`src/rtl/fft_stage_seq.sv`:
```
// Beat sequencer for one radix-2 FFT stage over a 512-point frame.
// Incoming beats alternate between an A span, which is stored in the shift
// register, and a B span, which is paired with the stored A beats in the
// butterfly. Each butterfly result is tagged with its group after BF_LAT cycles.
//
// state | meaning
// IDLE  | waiting for an in_sof beat; a beat without in_sof is dropped
// A_PH  | loading A-span beats into the shift register
// B_PH  | B-span beats feed the butterfly together with the stored A beats
module fft_stage_seq #(
   parameter int BEATS  = 32,
   parameter int SPAN   = 2,
   parameter int BF_LAT = 1
) (
   input  logic        clk,
   input  logic        rstn,
   input  logic        cfg_en,
   input  logic        in_valid,
   input  logic        in_sof,
   output logic        sr_shift,
   output logic        bf_en,
   output logic [3:0]  tw_addr,
   output logic        ob_valid,
   output logic [2:0]  ob_grp,
   output logic        frame_done,
   output logic        busy,
   output logic        sof_err,
   output logic        drop_err,
   output logic [15:0] frame_cnt
);

   localparam int BW  = $clog2(BEATS);
   localparam int SCW = (SPAN > 1) ? $clog2(SPAN) : 1;
   // A group is one A span followed by one B span.
   localparam int GSH = $clog2(2 * SPAN);

   typedef enum logic [1:0] {IDLE, A_PH, B_PH} state_t;

   state_t          state, state_nx;
   logic [BW-1:0]   beat, beat_nx;
   logic [SCW-1:0]  sc, sc_nx;
   logic            last_sc, last_beat;
   logic [BW-1:0]   beat_grp;
   logic [2:0]      group;
   logic [7:0]      tw_full;
   logic            done_nx, sof_err_nx, drop_nx;
   logic [BF_LAT-1:0] dl_v;
   logic [2:0]      dl_g [BF_LAT];

   assign last_sc   = (sc == SCW'(SPAN - 1));
   assign last_beat = (beat == BW'(BEATS - 1));
   assign beat_grp  = beat >> GSH;
   assign group     = beat_grp[2:0];
   assign tw_full   = 8'(group) * 8'(SPAN) + 8'(sc);
   assign busy      = (state != IDLE);
   assign ob_valid  = dl_v[BF_LAT-1];
   assign ob_grp    = dl_g[BF_LAT-1];

   // State, beat and span counter registers.
   always_ff @(posedge clk or negedge rstn) begin
      if (!rstn) begin
         state <= IDLE;
         beat  <= '0;
         sc    <= '0;
      end else begin
         state <= state_nx;
         beat  <= beat_nx;
         sc    <= sc_nx;
      end
   end

   // Next-state logic plus the per-beat strobes, which are combinational.
   always_comb begin
      state_nx   = state;
      beat_nx    = beat;
      sc_nx      = sc;
      sr_shift   = 1'b0;
      bf_en      = 1'b0;
      tw_addr    = 4'd0;
      done_nx    = 1'b0;
      sof_err_nx = 1'b0;
      drop_nx    = 1'b0;
      if (!cfg_en) begin
         state_nx = IDLE;
         beat_nx  = '0;
         sc_nx    = '0;
      end else if (in_valid) begin
         if (in_sof) begin
            // An in_sof beat always (re)starts the frame as beat 0 of an A span.
            sr_shift   = 1'b1;
            sof_err_nx = (state != IDLE);
            beat_nx    = BW'(1);
            if (SPAN > 1) begin
               state_nx = A_PH;
               sc_nx    = SCW'(1);
            end else begin
               state_nx = B_PH;
               sc_nx    = '0;
            end
         end else begin
            case (state)
               IDLE: drop_nx = 1'b1;
               A_PH: begin
                  sr_shift = 1'b1;
                  beat_nx  = beat + BW'(1);
                  if (last_sc) begin
                     state_nx = B_PH;
                     sc_nx    = '0;
                  end else begin
                     sc_nx = sc + SCW'(1);
                  end
               end
               B_PH: begin
                  bf_en   = 1'b1;
                  tw_addr = tw_full[3:0];
                  beat_nx = beat + BW'(1);
                  if (last_beat) begin
                     state_nx = IDLE;
                     beat_nx  = '0;
                     sc_nx    = '0;
                     done_nx  = 1'b1;
                  end else if (last_sc) begin
                     state_nx = A_PH;
                     sc_nx    = '0;
                  end else begin
                     sc_nx = sc + SCW'(1);
                  end
               end
               default: state_nx = IDLE;
            endcase
         end
      end
   end

   // Registered status pulses and the completed-frame counter.
   always_ff @(posedge clk or negedge rstn) begin
      if (!rstn) begin
         frame_done <= 1'b0;
         sof_err    <= 1'b0;
         drop_err   <= 1'b0;
         frame_cnt  <= 16'd0;
      end else begin
         frame_done <= done_nx;
         sof_err    <= sof_err_nx;
         drop_err   <= drop_nx;
         if (done_nx) frame_cnt <= frame_cnt + 16'd1;
      end
   end

   // Butterfly result delay line; keeps draining even when cfg_en drops.
   always_ff @(posedge clk or negedge rstn) begin
      if (!rstn) begin
         dl_v <= '0;
         for (int i = 0; i < BF_LAT; i++) dl_g[i] <= 3'd0;
      end else begin
         dl_v[0] <= bf_en;
         dl_g[0] <= group;
         for (int i = 1; i < BF_LAT; i++) begin
            dl_v[i] <= dl_v[i-1];
            dl_g[i] <= dl_g[i-1];
         end
      end
   end

endmodule
```
`config.mk`:
```
export PLATFORM = sky130hd
export DESIGN_NAME = fft_stage_seq
export DESIGN_NICKNAME = d
export VERILOG_FILES = /design/src/rtl/fft_stage_seq.sv
export SDC_FILE = /design/constraint.sdc
export NUM_CORES = 1
export LEC_CHECK = 0
export CORE_ASPECT_RATIO = 0.6
export CORE_MARGIN = 2
export CORE_UTILIZATION = 40
export CTS_CLUSTER_DIAMETER = 30
export DETAILED_ROUTE_END_ITERATION = 8
export PLACE_DENSITY_LB_ADDON = 0.25
export SKIP_LAST_GASP = 1
export SYNTH_ARGS = -nofsm -noshare
export SYNTH_HDL_FRONTEND = slang
export SYNTH_SLANG_ARGS = --single-unit
```
`constraint.sdc`:
```
create_clock -name clk -period 5.6 [get_ports clk]
set_input_delay 0.84 -clock clk [delete_from_list [all_inputs] [get_ports clk]]
set_output_delay 0.84 -clock clk [all_outputs]
set_load 0.05 [all_outputs]
```
==> impl_summary.md <==
Route
The total iterations of the first detailed-routing run is 4. In the routed design, unresolved DRC markers number 0. The routed layout has 1,159 vias. For this block, the initial DRC count from the detailed router was 36. The post-detailed-route via-to-cell ratio is 5.11.

Once detail routing completed, the nets flagged for antenna violations numbered 0. Summed over all layers, the routed wires come to 3350 microns. Dividing the detail-routed wire length by the instance count gives 14.7 microns.

Clock network
The clock tree from TritonCTS is built. The clock-pin slew of the registers on the worst-case setup and hold paths is 60 ps. Buffers added to address setup during post-CTS repair amount to 0. The TritonCTS buffer count is 5. The cts-stage hold buffer count is 0. In this run the clock root is driven by a sky130_fd_sc_hd__clkbuf_8.

The insertion delay of the later-clocked pin in the worst-skew pair is 280 ps. The worst-case clock buffer depth is 2. Post-CTS repair changed the size of 0 cells. For this design, the sink count on the clock tree is 31.

The number of levels in the clock H-tree is 2.

Global routing
Entering global routing, the biggest net connects 32 pins. Global routing used 16.8% of the available tracks. The leftover overflow at the end of global routing is 0.

The initial antenna violation count was 0. The number of global-route vias before repair came to 1,128. The first global-routing pass estimated 5570 microns of wire.

Worst setup path
The critical path endpoint category is a primary output. The worst setup path is of the input port to primary output kind. The start of the worst register-to-register path is state[0]$_DFFE_PN0P_. For the worst setup path, the data arrival time is 3110 ps. The length in cells of the worst reg-to-reg path is 5. The required time of the critical path is 4760 ps.

In this run the critical register-to-register path is captured at frame_cnt[1]$_DFFE_PN0P_. STA classifies the critical path startpoint as an input port. The most critical setup path has its endpoint at tw_addr[2]. The slack of the worst reg-to-reg path is 3440 ps. The source of the critical timing path is cfg_en.

Along the worst path, the maximum fanout reaches 12.

Synthesis
Yosys attributes the largest share of cell area to sky130_fd_sc_hd__dfrtp_1 (49%), sky130_fd_sc_hd__ha_1 (6.3%), sky130_fd_sc_hd__xor2_1 (6.1%), sky130_fd_sc_hd__nand3_1 (3.5%), sky130_fd_sc_hd__nand2_1 (3.3%). The synthesized design spends more area on one cell type than any other, namely sky130_fd_sc_hd__dfrtp_1. The top cell type's share of synthesized area is 49.2%. Each instance of the synthesized netlist takes up on average 11.1 sq um.

The number of flip-flops and latches in the synthesized netlist is 31. For this run, the number of Yosys warnings is 0. In the synthesized netlist, the number of instances is 142.

The post-synthesis instance area is 0.00158 sq mm. In this run, distinct cell masters in the synthesized netlist total 35. The number of nets produced by synthesis is 155. The share of the Yosys chip area taken by registers is 49.2%.

Place
The final estimated routing congestion in global placement is 0.893. The count of input and output buffers is 34. The pre-CTS setup slack is 1670 ps. Detailed placement ended at an HPWL of 2500 microns.

Pwr
The ratio of total power to cell area is 238 mW/mm^2. The peak supply drop is 0.144 mV. The standby leakage power is 1.03 nW.

Run
The total of max-cap violations is 0.

Floorplanning
The floorplan step defined a core boundary enclosing 0.00372 sq mm. The initial utilization of the core area, before any placement, comes to 42.4%. The die width is 85.1 microns. In this run the vertical extent of the chip is 52.7 microns. The area enclosed by the die boundary is 0.00448 sq mm. The number of top-level pins is 35.

In this run the core area contains 17 standard-cell rows.

Outcome
The run finished with clean final reports.

Cells and area
The net count of the finished layout is 192. The fraction of final layout cells with drive strength greater than 1 is 10.0%. 0 antenna diodes ended up in the layout. The post-layout utilization of the core is 55.5%.

Relative to the synthesized area, the layout overhead comes to 30.8%.

STA
The final critical delay including setup and external delays is 3950 ps. Setup repair after global routing left no endpoint under its margin. Setup slack on the critical path of the routed design comes to 1650 ps.

The slew at the pin closest to its max-slew limit is 539 ps. The tightest hold margin is 449 ps. Across the routed clock network, the largest skew measured is 8.54 ps. The maximum clock frequency is 253 MHz. The max-slew violation total from the final report is 0.

The worst slew margin relative to its limit is 64.0%. The hold violation count in the final report was 0. The final critical path takes up 70.5% of the cycle. The final setup violation count is 0. Summed over all failing endpoints, the final setup total negative slack is 0 ps.

Min path
The path class of the lowest-slack min-delay path is flop to flop.
critical path, cell delays in order:
cell,delay (ps)
sky130_fd_sc_hd__clkdlybuf4s50_1,650
sky130_fd_sc_hd__and4b_1,600
sky130_fd_sc_hd__and2_1,210
sky130_fd_sc_hd__clkdlybuf4s50_1,800
cell usage after synthesis:
cell type,number
sky130_fd_sc_hd__dfrtp_1,31
sky130_fd_sc_hd__nand2_1,14
sky130_fd_sc_hd__nand3_1,11
sky130_fd_sc_hd__xor2_1,11
sky130_fd_sc_hd__ha_1,8
sky130_fd_sc_hd__nor2_1,8
sky130_fd_sc_hd__and2_1,5
sky130_fd_sc_hd__nor2b_1,5
sky130_fd_sc_hd__and3_1,4
sky130_fd_sc_hd__inv_1,4
sky130_fd_sc_hd__o21ai_0,4
sky130_fd_sc_hd__xnor2_1,4
sky130_fd_sc_hd__a21boi_0,3
sky130_fd_sc_hd__buf_2,3
sky130_fd_sc_hd__a21bo_2,2
sky130_fd_sc_hd__and4_1,2
sky130_fd_sc_hd__buf_6,2
sky130_fd_sc_hd__nand4_1,2
sky130_fd_sc_hd__nand4_2,2
sky130_fd_sc_hd__nor3_2,2
sky130_fd_sc_hd__a21oi_1,1
sky130_fd_sc_hd__a221o_1,1
sky130_fd_sc_hd__and4b_1,1
sky130_fd_sc_hd__mux2_2,1
sky130_fd_sc_hd__nand2b_1,1
sky130_fd_sc_hd__nand4_4,1
sky130_fd_sc_hd__nand4b_1,1
sky130_fd_sc_hd__nor4_4,1
sky130_fd_sc_hd__o2111a_1,1
sky130_fd_sc_hd__o211a_1,1
sky130_fd_sc_hd__o21a_1,1
sky130_fd_sc_hd__o21bai_1,1
sky130_fd_sc_hd__o22a_1,1
sky130_fd_sc_hd__o2bb2ai_1,1
sky130_fd_sc_hd__o31ai_1,1
sequential cells by signal (all words and copies together), names as in the netlist:
signal      flops
beat            5
drop_err        1
frame_cnt      16
frame_done      1
last_sc         1
ob_grp          3
ob_valid        1
sof_err         1
state           2
per-layer routing:
layer | track usage [%] | wire length, microns | vias up
met5 | 0 | 0 | -
met4 | 6.35 | 38 | 0
met3 | 5.98 | 184 | 5
met2 | 23.7 | 1420 | 29
met1 | 23.4 | 1710 | 556
li1 | - | - | 569
layout make-up:
| type | count | area [sq um] |
|---|---|---|
| Inverter | 4 | 15.0 |
| Clock inverter | 2 | 35.0 |
| Clock buffer | 6 | 82.6 |
| Fill cell | 304 | 1660 |
| Tap cell | 47 | 58.8 |
| Timing Repair Buffer | 35 | 348 |
| Multi-Input combinational cell | 102 | 749 |
| Sequential cell | 31 | 776 |
report_power, final:
group	switching [mW]	total, mW	internal (mW)
clock	0.0822	0.226	0.144
sequential	0.00276	0.230	0.227
combinational	0.0227	0.0354	0.0127
how the worst min path moves through the flow:
stage	from	slack [ps]	end	depth (start not counted)
3_3_place_gp	beat[3]$_DFFE_PN0P_	420	ob_grp[1]$_DFF_PN0_	0
5_1_grt	beat[3]$_DFFE_PN0P_	470	ob_grp[1]$_DFF_PN0_	0
6_report	beat[3]$_DFFE_PN0P_	450	ob_grp[1]$_DFF_PN0_	0
2_1_floorplan	beat[3]$_DFFE_PN0P_	390	ob_grp[1]$_DFF_PN0_	0
3_5_place_dp	beat[3]$_DFFE_PN0P_	430	ob_grp[1]$_DFF_PN0_	0
4_1_cts	beat[3]$_DFFE_PN0P_	450	ob_grp[1]$_DFF_PN0_	0
metrics by stage:
| step | area (sq um) | instances | power, mW |
|---|---|---|---|
| floorplan | 1580 | 142 | 0.255 |
| global placement | 1950 | 219 | 0.270 |
| detailed placement | 1950 | 219 | 0.270 |
| CTS | 2060 | 227 | 0.497 |
| global route | 2060 | 227 | 0.512 |
| finish | 2060 | 227 | 0.491 |
kinds of logic after synthesis:
| family | after synthesis | share of synthesized area, % |
|---|---|---|
| muxes | 1 | 0.714 |
| and+or+nand+nor | 60 | 23.3 |
| adders and majority gates | 8 | 6.34 |
| AOI/OAI and AO/OA | 18 | 8.80 |
| xor gates and xnor gates | 15 | 8.33 |
| buffers and inverters | 9 | 3.33 |
| DFF | 31 | 49.2 |
cell usage in the layout, fill, tap and decap left out:
cell type / instances
sky130_fd_sc_hd__and4_1: 2
sky130_fd_sc_hd__buf_4: 1
sky130_fd_sc_hd__and2_1: 5
sky130_fd_sc_hd__nor3_2: 2
sky130_fd_sc_hd__nand4_1: 2
sky130_fd_sc_hd__clkinv_2: 1
sky130_fd_sc_hd__nor2b_1: 5
sky130_fd_sc_hd__clkbuf_8: 6
sky130_fd_sc_hd__xor2_1: 11
sky130_fd_sc_hd__o22a_1: 1
sky130_fd_sc_hd__a221o_1: 1
sky130_fd_sc_hd__o2bb2ai_1: 1
sky130_fd_sc_hd__a21bo_2: 2
sky130_fd_sc_hd__o211a_1: 1
sky130_fd_sc_hd__a21oi_1: 1
sky130_fd_sc_hd__nand4b_1: 1
sky130_fd_sc_hd__o21bai_1: 1
sky130_fd_sc_hd__clkdlybuf4s50_1: 34
sky130_fd_sc_hd__o2111a_1: 1
sky130_fd_sc_hd__a21boi_0: 3
sky130_fd_sc_hd__inv_1: 4
sky130_fd_sc_hd__nand2b_1: 1
sky130_fd_sc_hd__xnor2_1: 4
sky130_fd_sc_hd__dfrtp_1: 31
sky130_fd_sc_hd__and3_1: 4
sky130_fd_sc_hd__nand4_2: 2
sky130_fd_sc_hd__nand2_1: 14
sky130_fd_sc_hd__mux2_2: 1
sky130_fd_sc_hd__bufinv_16: 1
sky130_fd_sc_hd__o21ai_0: 4
sky130_fd_sc_hd__nor2_1: 8
sky130_fd_sc_hd__and4b_1: 1
sky130_fd_sc_hd__ha_1: 8
sky130_fd_sc_hd__nor4_4: 1
sky130_fd_sc_hd__o31ai_1: 1
sky130_fd_sc_hd__o21a_1: 1
sky130_fd_sc_hd__nand3_1: 11
sky130_fd_sc_hd__nand4_4: 1
No activity file was read; power rests on OpenSTA's default activity.
